## src/rtl/idu_imm_decode.sv

```systemverilog
// Decode stage: extracts packed immediate, shift op, width and register indices into a 2-entry skid buffer.
// Latency 1 cycle from accept to out_valid; back-to-back throughput with no bubble while out_ready stays high.
// Backpressure: a held main entry diverts one overflow into skid; in_ready is registered and drops only when skid fills.
module idu_imm_decode #(
    parameter int PC_W = 64
) (
    input  logic            clk,
    input  logic            rst,
    input  logic            flush,
    input  logic            in_valid,
    output logic            in_ready,
    input  logic [31:0]     in_inst,
    input  logic [PC_W-1:0] in_pc,
    output logic            out_valid,
    input  logic            out_ready,
    output logic [19:0]     out_imm,
    output logic [2:0]      out_shift_op,
    output logic [1:0]      out_imm_width,
    output logic [4:0]      out_rd,
    output logic [4:0]      out_rs1,
    output logic [4:0]      out_rs2,
    output logic [PC_W-1:0] out_pc,
    output logic            out_illegal
);

    typedef struct packed {
        logic [19:0]     imm;
        logic [2:0]      shift_op;
        logic [1:0]      imm_width;
        logic [4:0]      rd;
        logic [4:0]      rs1;
        logic [4:0]      rs2;
        logic [PC_W-1:0] pc;
        logic            illegal;
    } entry_t;

    localparam logic [2:0] SH_NONE  = 3'b000;
    localparam logic [2:0] SH_SIGN  = 3'b001;
    localparam logic [2:0] SH_UNSGN = 3'b010;
    localparam logic [2:0] SH_ZFILL = 3'b011;

    entry_t dec_dat;
    entry_t main_dat;
    entry_t skid_dat;
    logic   main_vld;
    logic   skid_vld;
    logic   in_ready_q;
    logic   acc;
    logic   xfer;

    always_comb begin
        dec_dat           = '0;
        dec_dat.rd        = in_inst[11:7];
        dec_dat.rs1       = in_inst[19:15];
        dec_dat.rs2       = in_inst[24:20];
        dec_dat.pc        = in_pc;
        case (in_inst[6:0])
            7'b0010011, 7'b0000011, 7'b1100111, 7'b0011011: begin
                dec_dat.imm       = {8'b0, in_inst[31:20]};
                dec_dat.shift_op  = SH_SIGN;
                dec_dat.imm_width = 2'b10;
            end
            7'b0100011: begin
                dec_dat.imm       = {8'b0, in_inst[31:25], in_inst[11:7]};
                dec_dat.shift_op  = SH_SIGN;
                dec_dat.imm_width = 2'b10;
            end
            7'b1100011: begin
                dec_dat.imm       = {7'b0, in_inst[31], in_inst[7], in_inst[30:25], in_inst[11:8], 1'b0};
                dec_dat.shift_op  = SH_SIGN;
                dec_dat.imm_width = 2'b01;
            end
            7'b0110111, 7'b0010111: begin
                dec_dat.imm       = in_inst[31:12];
                dec_dat.shift_op  = SH_ZFILL;
            end
            // J offset is carried as bits [20:1]; the target adder restores the <<1.
            7'b1101111: begin
                dec_dat.imm       = {in_inst[31], in_inst[19:12], in_inst[20], in_inst[30:21]};
                dec_dat.shift_op  = SH_SIGN;
            end
            7'b1110011: begin
                dec_dat.imm       = {8'b0, in_inst[31:20]};
                dec_dat.shift_op  = SH_UNSGN;
                dec_dat.imm_width = 2'b10;
            end
            7'b0110011, 7'b0111011: begin
                dec_dat.shift_op  = SH_NONE;
            end
            default: begin
                dec_dat.illegal   = 1'b1;
            end
        endcase
    end

    assign acc  = in_valid && in_ready_q;
    assign xfer = main_vld && out_ready;

    // in_ready_q always mirrors !skid_vld, so an accept can never coincide with a full skid.
    always_ff @(posedge clk) begin
        if (rst) begin
            main_vld   <= 1'b0;
            skid_vld   <= 1'b0;
            in_ready_q <= 1'b1;
            main_dat   <= '0;
            skid_dat   <= '0;
        end else if (flush) begin
            main_vld   <= 1'b0;
            skid_vld   <= 1'b0;
            in_ready_q <= 1'b1;
        end else if (skid_vld) begin
            if (xfer) begin
                main_dat   <= skid_dat;
                skid_vld   <= 1'b0;
                in_ready_q <= 1'b1;
            end
        end else if (acc && (!main_vld || xfer)) begin
            main_dat <= dec_dat;
            main_vld <= 1'b1;
        end else if (acc) begin
            skid_dat   <= dec_dat;
            skid_vld   <= 1'b1;
            in_ready_q <= 1'b0;
        end else if (xfer) begin
            main_vld <= 1'b0;
        end
    end

    assign in_ready      = in_ready_q;
    assign out_valid     = main_vld;
    assign out_imm       = main_dat.imm;
    assign out_shift_op  = main_dat.shift_op;
    assign out_imm_width = main_dat.imm_width;
    assign out_rd        = main_dat.rd;
    assign out_rs1       = main_dat.rs1;
    assign out_rs2       = main_dat.rs2;
    assign out_pc        = main_dat.pc;
    assign out_illegal   = main_dat.illegal;

endmodule

```

## config.mk

```make
export PLATFORM = sky130hd
export DESIGN_NAME = idu_imm_decode
export DESIGN_NICKNAME = d
export VERILOG_FILES = /design/src/rtl/idu_imm_decode.sv
export SDC_FILE = /design/constraint.sdc
export NUM_CORES = 1
export LEC_CHECK = 0
export CORE_ASPECT_RATIO = 1.2
export CORE_UTILIZATION = 45
export CTS_CLUSTER_DIAMETER = 50
export DETAILED_ROUTE_END_ITERATION = 10
export GPL_TIMING_DRIVEN = 0
export PLACE_DENSITY = 0.73
export SYNTH_ARGS = -nofsm -noshare
export SYNTH_HDL_FRONTEND = slang
export SYNTH_SLANG_ARGS = --single-unit
```

## constraint.sdc

```tcl
create_clock -name clk -period 3.44 [get_ports clk]
set_input_delay 0.344 -clock clk [delete_from_list [all_inputs] [get_ports clk]]
set_output_delay 0.344 -clock clk [all_outputs]
set_load 0.02 [all_outputs]
```

==> reports/summary.json <==
{
  "status": {"value": "complete, no violations"},
  "fin_tns_setup": {"value": 0, "unit": "ns"},
  "cp_slowest_cell": {"value": "sky130_fd_sc_hd__buf_1"},
  "post_cts_hold_buffer_count": {"value": 0},
  "worst_setup_path_end_kind": {"value": "register"},
  "routability_congestion_estimate_from_global_placement": {"value": 0.9404},
  "critical_path.n_buffers_inverters": {"value": 3},
  "period_share": {"value": 61.30, "unit": "%"},
  "power_switching": {"value": 1.490, "unit": "mW"},
  "postRouteWirelength": {"value": 27.50, "unit": "mm"},
  "power.switching_fraction": {"value": 25.19, "unit": "%"},
  "grt_pass1_vias": {"value": 8091},
  "p_seq_share": {"value": 43.8, "unit": "%"},
  "p_int": {"value": 4.424, "unit": "mW"},
  "share_of_synthesized_area_occupied_by_flip_flops_and_latches": {"value": 47.64, "unit": "%"},
  "dr_total_vias": {"value": 8507},
  "critical_path_required": {"value": 3.82, "unit": "ns"},
  "core-area": {"value": 19060, "unit": "um2"},
  "die_height": {"value": 155.8, "unit": "um"},
  "worstPathMaxFanout": {"value": 10},
  "layout_min_cycle_time": {"value": 2.109, "unit": "ns"},
  "critical_path.max_stage_delay": {"value": 0.51, "unit": "ns"},
  "crit_top_cell": {"value": "sky130_fd_sc_hd__buf_2"},
  "drc": {"value": 0},
  "synthCells": {"value": 1011},
  "fp-row-count": {"value": 55},
  "setup_repair_after_global_routing_missed_its_margin": {"value": "no"},
  "gr-usage-all-layers": {"value": 26.93, "unit": "%"},
  "power.combinational.fraction": {"value": 13.4, "unit": "%"},
  "pin_count_of_the_biggest_net_entering_global_routing": {"value": 15},
  "nets": {"value": 1339},
  "synth-seq-cells": {"value": 211},
  "worst_skew_pair.late_latency": {"value": 0.51, "unit": "ns"},
  "clock_power_share": {"value": 42.8, "unit": "%"},
  "slew_violations": {"value": 0},
  "die_width": {"value": 130.1, "unit": "um"},
  "timing_hold_violations_final": {"value": 0},
  "yosys.cell_types.count": {"value": 56},
  "number_of_flops_mapped_to_enable_cells_by_yosys": {"value": 0},
  "floorplan.initialDensity": {"value": 46.52, "unit": "%"},
  "place_hpwl": {"value": 19.90, "unit": "mm"},
  "antenna-diode-count": {"value": 0},
  "tightestPinTransition": {"value": 0.7736, "unit": "ns"},
  "power.leakage": {"value": 3.973, "unit": "nW"},
  "buffer_ports.inserted": {"value": 202},
  "maxSlewHeadroom": {"value": 47.09, "unit": "%"},
  "cts.clk_slew.worst_paths": {"value": 0.06, "unit": "ns"},
  "cts_buffers": {"value": 23},
  "antenna_violations_before_repair": {"value": 0},
  "worst_hold_path_type": {"value": "primary input to register"},
  "detail_route.wl_per_cell": {"value": 18.20, "unit": "um"},
  "yosys_most_used_dff": {"value": "sky130_fd_sc_hd__dfxtp_1"},
  "p_per_area": {"value": 493.5, "unit": "nW/um2"},
  "tritoncts": {"value": "done"},
  "timing.clock.skew": {"value": 0.01124, "unit": "ns"},
  "path_delay_family": {"value": "buffers and inverters"},
  "globalRoute.totalOverflow": {"value": 0},
  "setup_viol": {"value": 0},
  "netlist_area": {"value": 8867, "unit": "um2"},
  "wire_length_of_the_first_global_routing_pass": {"value": 42.70, "unit": "mm"},
  "sequential_cell_area": {"value": 4224, "unit": "um2"},
  "clk_root_buffer_cell": {"value": "sky130_fd_sc_hd__clkbuf_16"},
  "route.detailed.vias_per_inst": {"value": 5.630},
  "final_design_area_no_fill": {"value": 11980, "unit": "um2"},
  "clkSinkCount": {"value": 211},
  "dpl-instance-area": {"value": 11210, "unit": "um2"},
  "starting_drc_count_in_detailed_routing": {"value": 625},
  "cp.arrival": {"value": 2.49, "unit": "ns"},
  "design.die.area": {"value": 20270, "unit": "um2"},
  "critical_path_class": {"value": "register to register"},
  "path_cells": {"value": "buf_2 > buf_2 > buf_1 > mux2i_1 > a21oi_1"},
  "multi_input_area": {"value": 4183, "unit": "um2"},
  "synthesis.yosys.warnings": {"value": 0},
  "ys_async_sr_fraction": {"value": 0, "unit": "%"},
  "clockBufferDepth": {"value": 3},
  "cts.repair_timing.setup_buffer_count": {"value": 0},
  "drive_above_1_share": {"value": 7.012, "unit": "%"},
  "power.ir.vdd_worst": {"value": 0.0004089, "unit": "V"},
  "drt-pass1-iter-count": {"value": 5},
  "critical_path.startpoint_type": {"value": "register"},
  "synth_fp_nets": {"value": 1112},
  "io_pins": {"value": 208},
  "htree_num_levels": {"value": 1},
  "cts_resized": {"value": 0},
  "max_freq": {"value": 474.2, "unit": "MHz"},
  "maxCapViolCount": {"value": 0},
  "number_of_inserted_filler_cells_in_the_final_layout": {"value": 1727},
  "antenna_violating_nets_post_route": {"value": 0},
  "area_delta_synth_final": {"value": 35.15, "unit": "%"},
  "synthesis.area_per_instance": {"value": 8.771, "unit": "um2"}
}
-- stage by stage --
stage	power (mW)	utilization [%]	hold WS (ns)	instances	setup slack (ns)
floorplan	3.017	-	0.4320	1011	1.780
global placement	3.422	58.81	0.4409	1469	0.8801
detailed placement	3.430	58.81	0.4463	1469	0.8551
CTS	5.950	62.87	0.3628	1511	1.382
global route	6.119	62.87	0.4093	1511	1.233
finish	5.915	62.87	0.3842	1511	1.331
-- layer usage --
metal / share of wire, % / routed length, um / up-vias / GRT usage (%)
li1: - / - / 4088 / -
met1: 40 / 11110 / 4006 / 32.89
met2: 48 / 13270 / 343 / 45.47
met3: 7.6 / 2082 / 70 / 6.036
met4: 3.8 / 1039 / 0 / 10.69
met5: 0 / 0 / - / 0
-- synthesized netlist by cell type, types with 2 or more instances --
cell type	count	share of area (%)
sky130_fd_sc_hd__o211ai_1	15	1.3
sky130_fd_sc_hd__o21ai_0	14	0.79
sky130_fd_sc_hd__a2111oi_0	3	0.30
sky130_fd_sc_hd__a41oi_1	8	0.79
sky130_fd_sc_hd__a31oi_1	9	0.63
sky130_fd_sc_hd__a211oi_1	83	7.0
sky130_fd_sc_hd__nand2_1	176	7.5
sky130_fd_sc_hd__o41ai_1	6	0.59
sky130_fd_sc_hd__o221ai_1	13	1.3
sky130_fd_sc_hd__buf_4	11	0.93
sky130_fd_sc_hd__nor4_1	3	0.21
sky130_fd_sc_hd__nor3_1	9	0.51
sky130_fd_sc_hd__inv_1	4	0.17
sky130_fd_sc_hd__and4b_1	2	0.23
sky130_fd_sc_hd__dfxtp_1	211	48
sky130_fd_sc_hd__clkbuf_1	48	2.0
sky130_fd_sc_hd__buf_2	28	1.6
sky130_fd_sc_hd__a21oi_1	96	5.4
sky130_fd_sc_hd__a311oi_1	8	0.79
sky130_fd_sc_hd__nand3_1	10	0.56
sky130_fd_sc_hd__a221oi_1	12	1.2
sky130_fd_sc_hd__nor2b_1	11	0.78
sky130_fd_sc_hd__or3_1	3	0.21
sky130_fd_sc_hd__a22oi_1	11	0.93
sky130_fd_sc_hd__buf_1	7	0.30
sky130_fd_sc_hd__mux2i_1	80	9.0
sky130_fd_sc_hd__nor2_1	101	4.3
-- worst reg2reg max path, stage by stage (launching register included) --
cell	delay, ns
sky130_fd_sc_hd__dfxtp_1	0.33
sky130_fd_sc_hd__buf_2	0.23
sky130_fd_sc_hd__buf_2	0.35
sky130_fd_sc_hd__buf_1	0.51
sky130_fd_sc_hd__mux2i_1	0.45
sky130_fd_sc_hd__a21oi_1	0.11
-- flip-flops by register name, indices dropped and copies added (netlist names) --
name,cells
out_imm_width,2
out_shift_op,2
skid_vld,1
out_valid,1
skid_dat,104
out_pc,64
out_rs2,5
in_ready,1
out_imm,20
out_illegal,1
out_rs1,5
out_rd,5
-- layout by cell type (no fill, tap or decap), drive strengths merged, types with 3 or more instances in the layout --
master	n
a31oi	9
o41ai	6
o221ai	13
o21ai	14
a211oi	84
or3	3
clkinv	7
nand3	10
dfxtp	211
nor4	3
a21oi	96
nand2	177
o211ai	15
nor2	101
clkdlybuf4s50	202
nor3	11
a41oi	8
a2111oi	4
a311oi	8
nor2b	11
mux2i	80
bufinv	3
inv	6
clkbuf	79
a22oi	11
a221oi	12
buf	47
-- power groups by stage --
| stage | clock network, mW | registers (mW) | logic (mW) |
|---|---|---|---|
| 2_1_floorplan | 0 | 2.74 | 0.280 |
| 3_3_place_gp | 0 | 2.64 | 0.781 |
| 3_5_place_dp | 0 | 2.64 | 0.787 |
| 4_1_cts | 2.57 | 2.59 | 0.792 |
| 5_1_grt | 2.67 | 2.60 | 0.850 |
| 6_report | 2.53 | 2.59 | 0.792 |
-- final timing paths --
kind          startpoint          endpoint  slack [ns]  depth (start not counted)
max             skid_vld  out_imm_width[0]        1.33                          5
min           in_inst[6]      skid_dat[80]        0.38                          5
max reg2reg     skid_vld  out_imm_width[0]        1.33                          5
min reg2reg  skid_dat[7]       skid_dat[7]        0.45                          2
-- cell type report --
class / instances / area share, %
flip-flops and latches: 211 / 35.25
multi-input cells: 700 / 34.90
repair buffers: 202 / 16.87
clock buffers: 30 / 5.272
plain buffers: 96 / 3.717
well taps: 256 / 2.673
clock inverters: 12 / 1.190
inverters: 4 / 0.1253
-- cell families (layout without fill, tap and decap cells) --
| logic type | Yosys count | after routing | share of synthesized area [%] |
|---|---|---|---|
| AO/OA/AOI/OAI | 288 | 288 | 22.15 |
| XOR/XNOR | 1 | 1 | 0.09879 |
| other | 1 | 1 | 0.04229 |
| buffers and inverters | 100 | 344 | 5.192 |
| AND/OR/NAND/NOR | 330 | 330 | 15.85 |
| flip-flops | 211 | 211 | 47.64 |
| multiplexers | 80 | 80 | 9.031 |
Note: power is estimated with default switching activity, not from simulation.
